$ cat config.mk
export PLATFORM = sky130hd
export DESIGN_NAME = dit_frame_ctrl
export DESIGN_NICKNAME = d
export VERILOG_FILES = /design/src/rtl/dit_pkg.sv /design/src/rtl/dit_rd_seq.sv /design/src/rtl/dit_frame_ctrl.sv
export SDC_FILE = /design/constraint.sdc
export NUM_CORES = 1
export LEC_CHECK = 0
export CAP_MARGIN = 20
export CORE_UTILIZATION = 47
export CTS_CLUSTER_SIZE = 12
export DETAILED_ROUTE_END_ITERATION = 10
export GPL_ROUTABILITY_DRIVEN = 1
export PLACE_DENSITY = 0.79
export SYNTH_ARGS = -nofsm -noshare
export SYNTH_HDL_FRONTEND = slang
export SYNTH_HIERARCHICAL = 1
export SYNTH_SLANG_ARGS = --single-unit
$ cat constraint.sdc
create_clock -name clk -period 2.6 [get_ports clk]
set_input_delay 0.39 -clock clk [delete_from_list [all_inputs] [get_ports clk]]
set_output_delay 0.39 -clock clk [all_outputs]
set_load 0.05 [all_outputs]
$ cat src/rtl/dit_pkg.sv
// Shared constants, read-sequencer state encoding and the bit-reversal helper
// for the decimation-in-time frame controller.
package dit_pkg;

  localparam int DATLEN    = 12;
  localparam int VLEN      = 16;
  localparam int VLEN_LOG2 = 4;

  typedef enum logic [1:0] {
    RD_IDLE      = 2'd0,
    RD_START     = 2'd1,
    RD_STREAM    = 2'd2,
    RD_WAIT_DONE = 2'd3
  } rd_state_e;

  function automatic logic [VLEN_LOG2-1:0] bitrev(input logic [VLEN_LOG2-1:0] a);
    logic [VLEN_LOG2-1:0] r;
    r = '0;
    for (int i = 0; i < VLEN_LOG2; i++) begin
      r[i] = a[VLEN_LOG2-1-i];
    end
    return r;
  endfunction

endpackage

$ cat src/rtl/dit_rd_seq.sv
// Read sequencer: waits for the oldest bank to fill, pulses fft_start, streams
// VLEN natural-order addresses, then holds until the FFT reports completion.
module dit_rd_seq
  import dit_pkg::*;
(
  input  logic                 clk,
  input  logic                 rst,
  input  logic                 bank_full_i,
  input  logic                 oldest_i,
  input  logic                 fft_ready_i,
  input  logic                 fft_done_i,
  output logic                 fft_start_o,
  output logic                 store_re_o,
  output logic                 store_rbank_o,
  output logic [VLEN_LOG2-1:0] store_raddr_o,
  output logic                 free_o,
  output rd_state_e            state_o
);

  rd_state_e            state_q, state_d;
  logic [VLEN_LOG2-1:0] cnt_q, cnt_d;

  // fft_ready only matters in IDLE and fft_done only in WAIT_DONE; both are
  // ignored everywhere else.
  always_comb begin
    state_d = state_q;
    cnt_d   = cnt_q;
    free_o  = 1'b0;
    case (state_q)
      RD_IDLE: begin
        if (bank_full_i && fft_ready_i) begin
          state_d = RD_START;
        end
      end
      RD_START: begin
        state_d = RD_STREAM;
        cnt_d   = '0;
      end
      RD_STREAM: begin
        if (cnt_q == VLEN_LOG2'(VLEN - 1)) begin
          state_d = RD_WAIT_DONE;
          cnt_d   = '0;
        end else begin
          cnt_d = cnt_q + 1'b1;
        end
      end
      RD_WAIT_DONE: begin
        if (fft_done_i) begin
          free_o  = 1'b1;
          state_d = RD_IDLE;
        end
      end
      default: begin
        state_d = RD_IDLE;
      end
    endcase
  end

  always_ff @(posedge clk) begin
    if (rst) begin
      state_q <= RD_IDLE;
      cnt_q   <= '0;
    end else begin
      state_q <= state_d;
      cnt_q   <= cnt_d;
    end
  end

  assign fft_start_o   = (state_q == RD_START);
  assign store_re_o    = (state_q == RD_STREAM);
  assign store_raddr_o = store_re_o ? cnt_q : '0;
  assign store_rbank_o = ((state_q == RD_START) || (state_q == RD_STREAM)) ? oldest_i : 1'b0;
  assign state_o       = state_q;

endmodule

$ cat src/rtl/dit_frame_ctrl.sv
// Ping-pong frame capture into a bit-reversed sample store, bank ownership
// tracking, drop accounting, and the FFT read sequencer.
module dit_frame_ctrl
  import dit_pkg::*;
(
  input  logic                 clk,
  input  logic                 rst,
  input  logic                 adc_valid,
  input  logic [DATLEN-1:0]    adc_data,
  input  logic                 fft_ready,
  input  logic                 fft_done,
  output logic                 store_we,
  output logic                 store_wbank,
  output logic [VLEN_LOG2-1:0] store_waddr,
  output logic [DATLEN-1:0]    store_wdata,
  output logic                 store_re,
  output logic                 store_rbank,
  output logic [VLEN_LOG2-1:0] store_raddr,
  output logic                 fft_start,
  output logic                 busy,
  output logic [15:0]          drop_cnt
);

  logic [1:0]           full_q, full_d, full_eff;
  logic [VLEN_LOG2-1:0] wr_idx_q, wr_idx_d;
  logic                 wbank_q, wbank_d;
  logic                 oldest_q, oldest_d;
  logic                 we_q, we_d;
  logic                 wsel_q, wsel_d;
  logic [VLEN_LOG2-1:0] waddr_q, waddr_d;
  logic [DATLEN-1:0]    wdata_q, wdata_d;
  logic [15:0]          drop_q, drop_d;

  logic                 accept;
  logic                 drop;
  logic                 rd_free;
  logic                 rd_full;
  rd_state_e            rd_state;

  assign rd_full = full_q[oldest_q];

  dit_rd_seq u_rd_seq (
    .clk           (clk),
    .rst           (rst),
    .bank_full_i   (rd_full),
    .oldest_i      (oldest_q),
    .fft_ready_i   (fft_ready),
    .fft_done_i    (fft_done),
    .fft_start_o   (fft_start),
    .store_re_o    (store_re),
    .store_rbank_o (store_rbank),
    .store_raddr_o (store_raddr),
    .free_o        (rd_free),
    .state_o       (rd_state)
  );

  // A bank released this cycle is already writable, so a sample arriving with
  // the release lands at address 0 of that bank instead of being dropped.
  always_comb begin
    full_eff = full_q;
    if (rd_free) begin
      full_eff[oldest_q] = 1'b0;
    end
    accept = adc_valid && !full_eff[wbank_q];
    drop   = adc_valid &&  full_eff[wbank_q];

    full_d   = full_eff;
    wr_idx_d = wr_idx_q;
    wbank_d  = wbank_q;
    oldest_d = rd_free ? ~oldest_q : oldest_q;
    we_d     = accept;
    wsel_d   = 1'b0;
    waddr_d  = '0;
    wdata_d  = '0;
    drop_d   = drop_q;

    if (accept) begin
      wsel_d  = wbank_q;
      waddr_d = bitrev(wr_idx_q);
      wdata_d = adc_data;
      if (wr_idx_q == VLEN_LOG2'(VLEN - 1)) begin
        full_d[wbank_q] = 1'b1;
        wr_idx_d        = '0;
        wbank_d         = ~wbank_q;
      end else begin
        wr_idx_d = wr_idx_q + 1'b1;
      end
    end

    if (drop && (drop_q != 16'hFFFF)) begin
      drop_d = drop_q + 16'd1;
    end
  end

  always_ff @(posedge clk) begin
    if (rst) begin
      full_q   <= '0;
      wr_idx_q <= '0;
      wbank_q  <= 1'b0;
      oldest_q <= 1'b0;
      we_q     <= 1'b0;
      wsel_q   <= 1'b0;
      waddr_q  <= '0;
      wdata_q  <= '0;
      drop_q   <= '0;
    end else begin
      full_q   <= full_d;
      wr_idx_q <= wr_idx_d;
      wbank_q  <= wbank_d;
      oldest_q <= oldest_d;
      we_q     <= we_d;
      wsel_q   <= wsel_d;
      waddr_q  <= waddr_d;
      wdata_q  <= wdata_d;
      drop_q   <= drop_d;
    end
  end

  assign store_we    = we_q;
  assign store_wbank = wsel_q;
  assign store_waddr = waddr_q;
  assign store_wdata = wdata_q;
  assign drop_cnt    = drop_q;
  assign busy        = (rd_state != RD_IDLE);

endmodule

==> results.md <==
* Placed inst area at 2690 µm²
* Clock Tree Buf Depth at 2
* Die Area at 4640 µm²
* Root Buffer: clkbuf_8
* Hold crit path type: reg2reg
* RR Startpoint: u_rd_seq/state_o[0]
* Filler-free cell count of the finished design at 334
* Pwr Density at 474 nW/µm²
* Layout cells sized above 1 at 7.39%
* RSZ-0062 raised after global routing: false
* Syn-to-layout area delta at 36.3%
* Die X-Extent at 68.1 µm
* WL final at 4.10 mm
* Max-cap violations at 0
* FMAX at 0.407 GHz
* Final core utilization at 68.5%
* Max Slew Vio Count at 0
* Sequential area share after synthesis at 46.8%
* TritonCTS Buffers at 5
* Max_slew headroom at 58.5%
* Dpl cells at 326
* Max H-tree Level at 2
* Leakage at 0.00112 µW
* Syn Inst Count at 221
* HPWL Detailed at 2.89 mm
* CP required at 2.21 ns
* GPL Wtd Cong at 0.769
* Hold path startpoint: full_q[1]
* Synthesis-stage register bit count at 48
* Yosys cell types at 39
* Vias post-DR at 1742
* Worst vdd ir at 0.369 mV
* Remaining antenna violation count after routing at 0
* Worst-path fanout max at 13
* TritonCTS clock tree: built
* Synthesized area at 2050 µm²
* Final setup viols at 0
* DR vias/cell at 5.22
* Initial antenna violation count at 0
* Nets at 308
* Setup TNS at 0 ns
* CP Launch Point: u_rd_seq/state_o[0]
* Crit start category: register
* Vias in the first global route at 1482
* Total track usage at 19.0%
* Pre-Repair DR Iteration Count at 4
* Port buffer count at 58
* Mean Syn Cell Area at 9.29 µm²
* Clk pin slew, worst setup/hold paths at 0.09 ns
* Antenna diodes at 0
* Cts-stage hold buffer count at 0
* Final Hold Viols at 0
* Largest net degree at the start of global routing at 19
* # DRC at 0
* GR Overflow Total at 0
* CP Data Arrival Time at 2.07 ns
* Dominant synthesized flop cell: dfxtp_1
* Mean routed wirelength per cell at 12.3 µm
* Post-synth net total at 246
* Period utilization at 94.6%
* Most common cell after layout, fill and taps aside: clkdlybuf4s50_1
* Worst-Skew Late Latency at 0.31 ns
* Postcts setup bufs at 0
* Post-synth EDFFs at 0
* First-pass GRT wire length at 6.51 mm
* I/O Pins at 59
* Starting density of the core at 50.2%
* Status: finished, final reports clean
* Max Clock Skew at 0.00723 ns
* Worst slew pin tran at 0.620 ns
* DRT iter0 DRCs at 109
* Clk sinks at 48
* Core area at 4090 µm²
* Commonest non-fill, non-tap cells in the layout: 53 x clkdlybuf4s50_1, 48 x dfxtp_1, 22 x and2_1, 16 x nand2_1, 15 x nor2_1
* Finished Cell Area at 2800 µm²
* Die Y at 68.1 µm
* Crit. End Element: primary output
* CP Class: reg2out
* Synth async-reset ratio at 0%
* Crit path time final at 2.46 ns
* Yosys warning count at 6
* Std-Cell Rows at 23
## timing repair
action                     4_1_cts  5_1_grt
gates resized for setup          0        5
setup endpoints to repair        0        5
hold endpoints to repair         0        0
## registers in the layout (all words and copies together) (netlist names)
register and cells:
drop_cnt 16, full_q 2, oldest_q 1, store_waddr 4, store_wbank 1, store_wdata 12, store_we 1, u_rd_seq/cnt_q 4
u_rd_seq/state_o 2, wbank_q 1, wr_idx_q 4
## layout make-up
class,instances,area (µm²)
inverter,7,26.3
fill,348,1290
tap,50,62.6
multi-input combinational,159,1030
sequential,48,961
clock inverter,2,13.8
timing repair buffer,62,623
clock buffer,6,82.6
## cell families (layout without fill, tap and decap cells)
group	count (synthesis)	in the layout	share of synthesized area (%)
AO/OA/AOI/OAI	31	31	9.39
XOR/XNOR	12	12	5.12
flip-flops	48	48	46.8
buffers and inverters	14	77	3.11
multiplexers	6	6	3.05
adder cells (fa/ha/maj)	8	8	4.88
AND/OR/NAND/NOR	102	102	27.7
## layer usage
metal / track usage, % / wire, µm / up-vias
met2: 30.6 / 1830 / 58
met3: 4.83 / 339 / 8
met1: 23.1 / 1850 / 792
met4: 9.64 / 80 / 0
li1: - / - / 884
met5: 0 / 0 / -
## power breakdown
part / switching [µW] / total, µW / leakage, µW / internal [µW]
Sequential: 6.09 / 753 / 0.000389 / 747
Combinational: 58.5 / 107 / 0.000684 / 48.2
Clock: 250 / 467 / 0.0000516 / 218
Total: 314 / 1330 / 0.00112 / 1010
## final timing paths
check	end	slack (ns)	cells after the start
worst min-delay path	full_q[1]	0.48	2
worst min register to register	full_q[1]	0.48	2
worst max register to register	drop_cnt[7]	0.58	6
worst max-delay path	store_re	0.14	3
## per-stage QoR
| stage | hold WS (ns) | total power [µW] | setup slack, ns |
|---|---|---|---|
| 2_1_floorplan | 0.441 | 826 | 0.444 |
| 3_3_place_gp | 0.454 | 877 | 0.346 |
| 3_5_place_dp | 0.462 | 878 | 0.307 |
| 4_1_cts | 0.477 | 1340 | 0.0269 |
| 5_1_grt | 0.493 | 1370 | 0.0536 |
| 6_report | 0.476 | 1330 | 0.141 |
## critical path, cell delays in order (launching register included)
cell	delay, ns
dfxtp_1	0.35
inv_1	0.12
ha_1	0.41
clkdlybuf4s50_1	0.88
## synthesized netlist by cell type (all sizes together), types with 2 or more instances
cell type  number  area (µm²)
dfxtp          48         961
and2           23         145
nand2          16        60.1
nand3          15        80.1
nor2           15        56.3
a21oi          14        70.1
xor2            9        78.8
ha              8         100
o21ai           8        40.0
inv             7        26.3
or3             6        37.5
buf             5        30.0
nand4           5        31.3
and3            4        25.0
and4            4        35.0
mux2i           4        40.0
nand4b          3        26.3
nor2b           3        18.8
xnor2           3        26.3
clkbuf          2        7.51
mux2            2        22.5
nand2b          2        12.5
or2             2        12.5
or2b            2        15.0
Power figures use the tool's default switching activity.
